--- config.mk ---
export PLATFORM = sky130hd
export DESIGN_NAME = prbs_slicer
export DESIGN_NICKNAME = d
export VERILOG_FILES = /design/src/rtl/prbs_slicer.sv
export SDC_FILE = /design/constraint.sdc
export NUM_CORES = 1
export LEC_CHECK = 0
export CAP_MARGIN = 10
export CORE_MARGIN = 2
export CORE_UTILIZATION = 37
export DETAILED_ROUTE_END_ITERATION = 10
export GPL_ROUTABILITY_DRIVEN = 0
export HOLD_SLACK_MARGIN = 0.02
export PLACE_DENSITY = 0.87
export RECOVER_POWER = 25
export SETUP_SLACK_MARGIN = 0.15
export SLEW_MARGIN = 20
export SYNTH_ARGS = -nofsm -noshare
export SYNTH_HDL_FRONTEND = slang
export SYNTH_SLANG_ARGS = --single-unit
--- constraint.sdc ---
create_clock -name clk_i -period 2 [get_ports clk_i]
set_input_delay 0.4 -clock clk_i [delete_from_list [all_inputs] [get_ports clk_i]]
set_output_delay 0.4 -clock clk_i [all_outputs]
set_load 0.1 [all_outputs]
--- src/rtl/prbs_slicer.sv ---
// prbs_slicer: picks one valid sample out of every OVERSAMPLE group and
// slices it against a signed threshold.
//   clk_i, rst_ni      clock, async active-low reset
//   start_i            restarts the group counter; wins over a decision
//   sample_valid_i     qualifies sample_i
//   sample_i           signed ADC sample
//   threshold_i        signed slicer level (sample > threshold -> 1)
//   phase_i            index within the group used for the decision
//   invert_i           polarity applied to the decided bit
//   bitValid_o, bit_o  registered decision, one cycle after its sample
module prbs_slicer #(
    parameter int ADC_WIDTH  = 16,
    parameter int OVERSAMPLE = 4,
    parameter int PHASE_W    = 2
) (
    input  logic                        clk_i,
    input  logic                        rst_ni,
    input  logic                        start_i,
    input  logic                        sample_valid_i,
    input  logic signed [ADC_WIDTH-1:0] sample_i,
    input  logic signed [ADC_WIDTH-1:0] threshold_i,
    input  logic        [PHASE_W-1:0]   phase_i,
    input  logic                        invert_i,
    output logic                        bitValid_o,
    output logic                        bit_o
);

    logic [PHASE_W-1:0] cnt_q, cnt_d;
    logic               valid_q, valid_d;
    logic               bit_q, bit_d;

    always_comb begin
        cnt_d   = cnt_q;
        valid_d = 1'b0;
        bit_d   = bit_q;
        if (start_i) begin
            cnt_d = '0;
        end else if (sample_valid_i) begin
            if (cnt_q == phase_i) begin
                valid_d = 1'b1;
                bit_d   = (sample_i > threshold_i) ^ invert_i;
            end
            // OVERSAMPLE is a power of two, so natural wrap is modulo.
            cnt_d = (OVERSAMPLE == 1) ? '0 : cnt_q + 1'b1;
        end
    end

    always_ff @(posedge clk_i or negedge rst_ni) begin
        if (!rst_ni) begin
            cnt_q   <= '0;
            valid_q <= 1'b0;
            bit_q   <= 1'b0;
        end else begin
            cnt_q   <= cnt_d;
            valid_q <= valid_d;
            bit_q   <= bit_d;
        end
    end

    assign bitValid_o = valid_q;
    assign bit_o      = bit_q;

endmodule

Yosys cells after proc, flatten, opt, wreduce, memory -nomap -nowiden

Index checks and enable logic that the tools add are counted.

Register bits: 4
Output and inout bits: 2
Word-level logic and storage cells: 15
Bits of input ports: 39

Multiplexer cells: 5
Reductions and logical operators: 2
Bitwise logic cells: 2
Equal/unequal tests: 1
Add/subtract/negate cells: 1
Order comparisons: 1

Operator list:

| operator              | number |
|---|---|
| $gt A16 B16 Y1        | 1 |
| $mux W2               | 2 |
| $mux W1               | 3 |
| $reduce_and A3 Y1     | 1 |
| $add A2 B1 Y2 const B | 1 |
| $eq A2 B2 Y1          | 1 |
| $reduce_bool A2 Y1    | 1 |
| $not A1 Y1            | 1 |
| $xor A1 B1 Y1         | 1 |

Depth between registers and ports, before layout

Depth in word-level cells: 4
Gate-level depth with buffers: 9
Gate-level depth less buffers: 9

Least setup slack after synthesis

OpenSTA, ideal clock, no wires.

Path kind: input port to flip-flop
Start point: input threshold_i[14]
End point: register bit_q (netlist: bit_o)
Stages on the path: 9
Setup time: 125 ps
Data required time: 1875 ps
Arrival time: 2093 ps
Setup slack: -218 ps
Path buffers: 0
Cell sequence: inv_1 > ha_1 > a21oi_2 > nand2_1 > a221o_1 > or4_4 > a21oi_2 > xnor2_1 > o21ai_1

Cells in the longest elaborated chain, start to end: 2

RTL lines:

| item                 | RTL line | source |
|---|---|---|
| from (decl)          | 21       | `input logic signed [ADC_WIDTH-1:0] threshold_i,` |
| $gt A16 B16 Y1       | 41       | `bit_d = (sample_i > threshold_i) ^ invert_i;` |
| $xor A1 B1 Y1        | 41       |  |
| to (signal assigned) | 56       | `bit_q <= bit_d;` |
| to (decl)            | 30       | `logic bit_q, bit_d;` |

No other way between the ends.
A chain may end at the register's enable or synchronous reset.

Worst setup path in the final report

Start point: input threshold_i[7]
End point: register bit_q (netlist: bit_o)

The elaborated chain is that of the path after synthesis.

==> run summary <==
The flow ran to the end, but the final reports show violations. The checks that failed: setup timing. The chip width came out at ~44 um.

The sequential fraction of the synthesis area came out at about 17%. The setup slack on the worst flop-to-flop path is 980 ps. The number of diodes added for antenna fixing came out at 0. The class of the worst hold path is in2async.

The number of buffers on the longest clock path is 2. The pin count of the biggest net entering global routing came out at 5. The number of synthesis warnings is 0.

The remaining max-slew budget at the tightest pin is around 82%. The count of buffers inserted at the top-level ports came out at 40. The number of nets handed over by synthesis was between 100 and 150. The clock latency of the later-clocked register in the worst-skew pair came out at roughly 230 ps. The standby leakage power is approximately 0.55 nW. met2 is the most crowded layer.

The fmax came out at ~0.49 GHz. The total overflow left after global routing is 0. sky130_fd_sc_hd__inv_1 is the most common cell in the netlist. The I/O pin total is just over 40.

The remaining antenna violation count came out at 0. The critical path start-end classification is in2reg. The detailed router's first-iteration violation count is 2. The initial antenna violation count is 0. The worst setup path is launched from an input port. Across all layers, the routed design uses 697 vias. From synthesis to final layout, the design area changed by 98.3%. The met2 usage came out at 40.6%. The synthesized area is between 500 and 600 um^2. After layout, the worst setup slack is -28.7 ps. The final-report max-slew violation count is 0.

The half-perimeter wire length after placement came out at 1.49 mm. The final hold violation count is 0. In this run the mean area of a mapped cell was between 8 and 9 um^2.

The required time at the worst-slack endpoint is between 2000 and 2500 ps. The met1 capacity usage during global routing is ~18%. The remaining routing DRC violations is 0. The number of maximum-capacitance constraint violations came out at 0. The post-route netlist has 55.3% of its cells at a drive strength greater than 1.

Of all flip-flops after synthesis, the portion carrying an async set or reset was 100%. The data arrival at the endpoint of the critical path is about 2100 ps. The number of standard-cell rows in the floorplan is 14. The post-route core utilization is 78.2%. The initial standard-cell utilization of the core is around two fifths. After Yosys synthesis, full adders, half adders and majority gates account for 33.7% of the synthesized area. The post-synthesis cell type count is 21. By area, the combinational part of the netlist is dominated by adder cells. The first-pass GRT wire length is around 2.8 mm. The area of the core is ~1500 um^2.

The final count of negative-setup-slack endpoints came out at 1. The synthesized-area fraction occupied by and/or/nand/nor cells is 16.2%. The H-tree level count came out at 1. The clock slew seen by the registers of the worst setup and hold paths is 40 ps.

Ranked by total cell area, the synthesized netlist is headed by sky130_fd_sc_hd__ha_1 (34%), sky130_fd_sc_hd__dfrtp_1 (17%), sky130_fd_sc_hd__inv_1 (11%). The full die area is 1940 um^2. Ranked by instance count, the synthesized netlist is headed by sky130_fd_sc_hd__inv_1 (17), sky130_fd_sc_hd__ha_1 (16), sky130_fd_sc_hd__a21oi_1 (6).

Setup repair after global routing could not meet its margin everywhere. The total wirelength of the detailed-routed design came out at ~1.7 mm. The cell area power density came out at 430 nW/um^2. For this run, the leading register cell type out of synthesis is sky130_fd_sc_hd__dfrtp_1. The minimum clock period is between 2000 and 2500 ps. The area share of the largest cell type after synthesis is 33.7%.

The cell count after synthesis came out at 74. The final setup TNS came out at -28.7 ps. STA classifies the critical path endpoint as a register. The sink count of the clock tree came out at 4.

The TritonCTS buffer count came out at 3. The number of register bits inferred by synthesis is 4. Of the available clock period, the critical path in the final layout requires 101%.

The synthesized netlist devotes under 10% of its cell area to XOR and XNOR gates. The number of nets in the layout is 180. The worst-case clock skew came out at about 3.5 ps. The critical-path maximum fanout came out at 2. In this run the clock root is driven by a sky130_fd_sc_hd__clkbuf_4.

The floorplan die height came out at approximately 44 um. Multiplexer cells account for 0% of the synthesized area. The number of enable-type register cells in the synthesized netlist came out at 0.

For this run, global-route usage on met3 was measured as between 5 and 6%. The peak supply drop is ~0.3 mV. The compound-cell area share of the yosys netlist is between 10% and 20%. At the pin with the least slew margin, the transition time is 268 ps. The library cell with the largest summed area after synthesis is sky130_fd_sc_hd__ha_1. The via count of the first global-routing pass came out at approximately 740. The total routing resource utilization after global routing came out at roughly a fifth. TritonCTS built the clock tree. The pre-antenna-repair detailed-routing pass consisted of 2 iterations. The wire length per cell came out at between 10 and 15 um. Using the TritonRoute via totals, the vias-per-cell ratio works out to ~5.
layer usage:
| metal | wire length [um] | up-vias | part of all wire (%) |
|---|---|---|---|
| met5 | 0 | - | 0 |
| met4 | 25 | 0 | 1.5 |
| met3 | 107 | 4 | 6.3 |
| met2 | 997 | 27 | 58 |
| met1 | 579 | 312 | 34 |
| li1 | - | 354 | - |
registers in the layout (all words and copies together), names as in the netlist:
register	count
bitValid_o	1
cnt_q	2
bit_o	1
critical path, cell delays in order:
cell	delay (ps)
sky130_fd_sc_hd__buf_2	100
sky130_fd_sc_hd__inv_2	50
sky130_fd_sc_hd__ha_4	190
sky130_fd_sc_hd__a21oi_2	120
sky130_fd_sc_hd__o21ai_1	80
sky130_fd_sc_hd__a221o_1	340
sky130_fd_sc_hd__or4_4	510
sky130_fd_sc_hd__a21oi_2	140
sky130_fd_sc_hd__xnor2_1	120
sky130_fd_sc_hd__o21ai_1	80
worst paths after layout:
check | to | from | cells past startpoint
max | bit_o | threshold_i[7] | 10
min | cnt_q[0] | rst_ni | 1
max reg2reg | bit_o | cnt_q[0] | 4
min reg2reg | bit_o | bit_o | 2
max in group asynchronous | bitValid_o | rst_ni | 1
min in group clk_i | bit_o | bit_o | 2
cell families (layout without fill, tap and decap cells):
kind of cell             Yosys count  in the layout
AO/OA/AOI/OAI                     14             14
XOR/XNOR                           5              5
adder cells (fa/ha/maj)           16             16
buffers and inverters             17             66
AND/OR/NAND/NOR                   18             18
flip-flops                         4              4
where the power goes:
group | internal (W) | switching (W) | total, W
Sequential | 0.0000944 | 0.00000931 | 0.000104
Combinational | 0.000143 | 0.000162 | 0.000305
Clock | 0.0000670 | 0.0000312 | 0.0000981
Total | 0.000305 | 0.000203 | 0.000507
cell usage in the layout (no fill, tap or decap):
cell,n
sky130_fd_sc_hd__buf_2,18
sky130_fd_sc_hd__ha_4,13
sky130_fd_sc_hd__inv_2,9
sky130_fd_sc_hd__clkdlybuf4s50_1,8
sky130_fd_sc_hd__buf_4,8
sky130_fd_sc_hd__a21oi_2,6
sky130_fd_sc_hd__inv_1,5
sky130_fd_sc_hd__nand2_1,5
sky130_fd_sc_hd__buf_6,5
sky130_fd_sc_hd__xnor2_1,4
sky130_fd_sc_hd__nor2_1,4
sky130_fd_sc_hd__dfrtp_1,4
sky130_fd_sc_hd__dlygate4sd2_1,4
sky130_fd_sc_hd__inv_4,3
sky130_fd_sc_hd__nand4_1,3
sky130_fd_sc_hd__clkbuf_4,3
sky130_fd_sc_hd__nand3_1,2
sky130_fd_sc_hd__o21ai_1,2
sky130_fd_sc_hd__a21oi_1,2
sky130_fd_sc_hd__ha_2,2
sky130_fd_sc_hd__clkdlybuf4s15_1,2
sky130_fd_sc_hd__nand4b_1,1
sky130_fd_sc_hd__xor2_1,1
sky130_fd_sc_hd__a221o_1,1
sky130_fd_sc_hd__a21o_1,1
sky130_fd_sc_hd__nor2b_1,1
sky130_fd_sc_hd__o211ai_1,1
sky130_fd_sc_hd__or4_1,1
sky130_fd_sc_hd__o31ai_1,1
sky130_fd_sc_hd__or4_4,1
sky130_fd_sc_hd__ha_1,1
sky130_fd_sc_hd__dlygate4sd3_1,1
per-stage QoR:
stage,instance area (um^2),total power (W),hold slack (ps),cells,setup slack (ps)
after floorplan,728,0.000279,104,74,-107
after global placement,1170,0.000401,472,134,-650
after detailed placement,1170,0.000413,522,134,-698
after CTS,1170,0.000512,377,138,-17.0
after global routing,1180,0.000546,452,139,-119
final,1180,0.000507,450,139,-28.7
repair_timing:
item                       in CTS  in global routing
setup endpoints to repair       1                  1
hold buffers                    0                  0
setup buffers                   1                  1
pin swaps                      25                  5
gates resized for setup       108                  0
layout make-up:
cell class,instances,area (um^2)
multi-input combinational,53,613
timing repair buffer,46,352
fill,116,328
sequential,4,100
inverter,17,71.3
clock buffer,3,22.5
tap,16,20.0
Power figures use the tool's default switching activity.
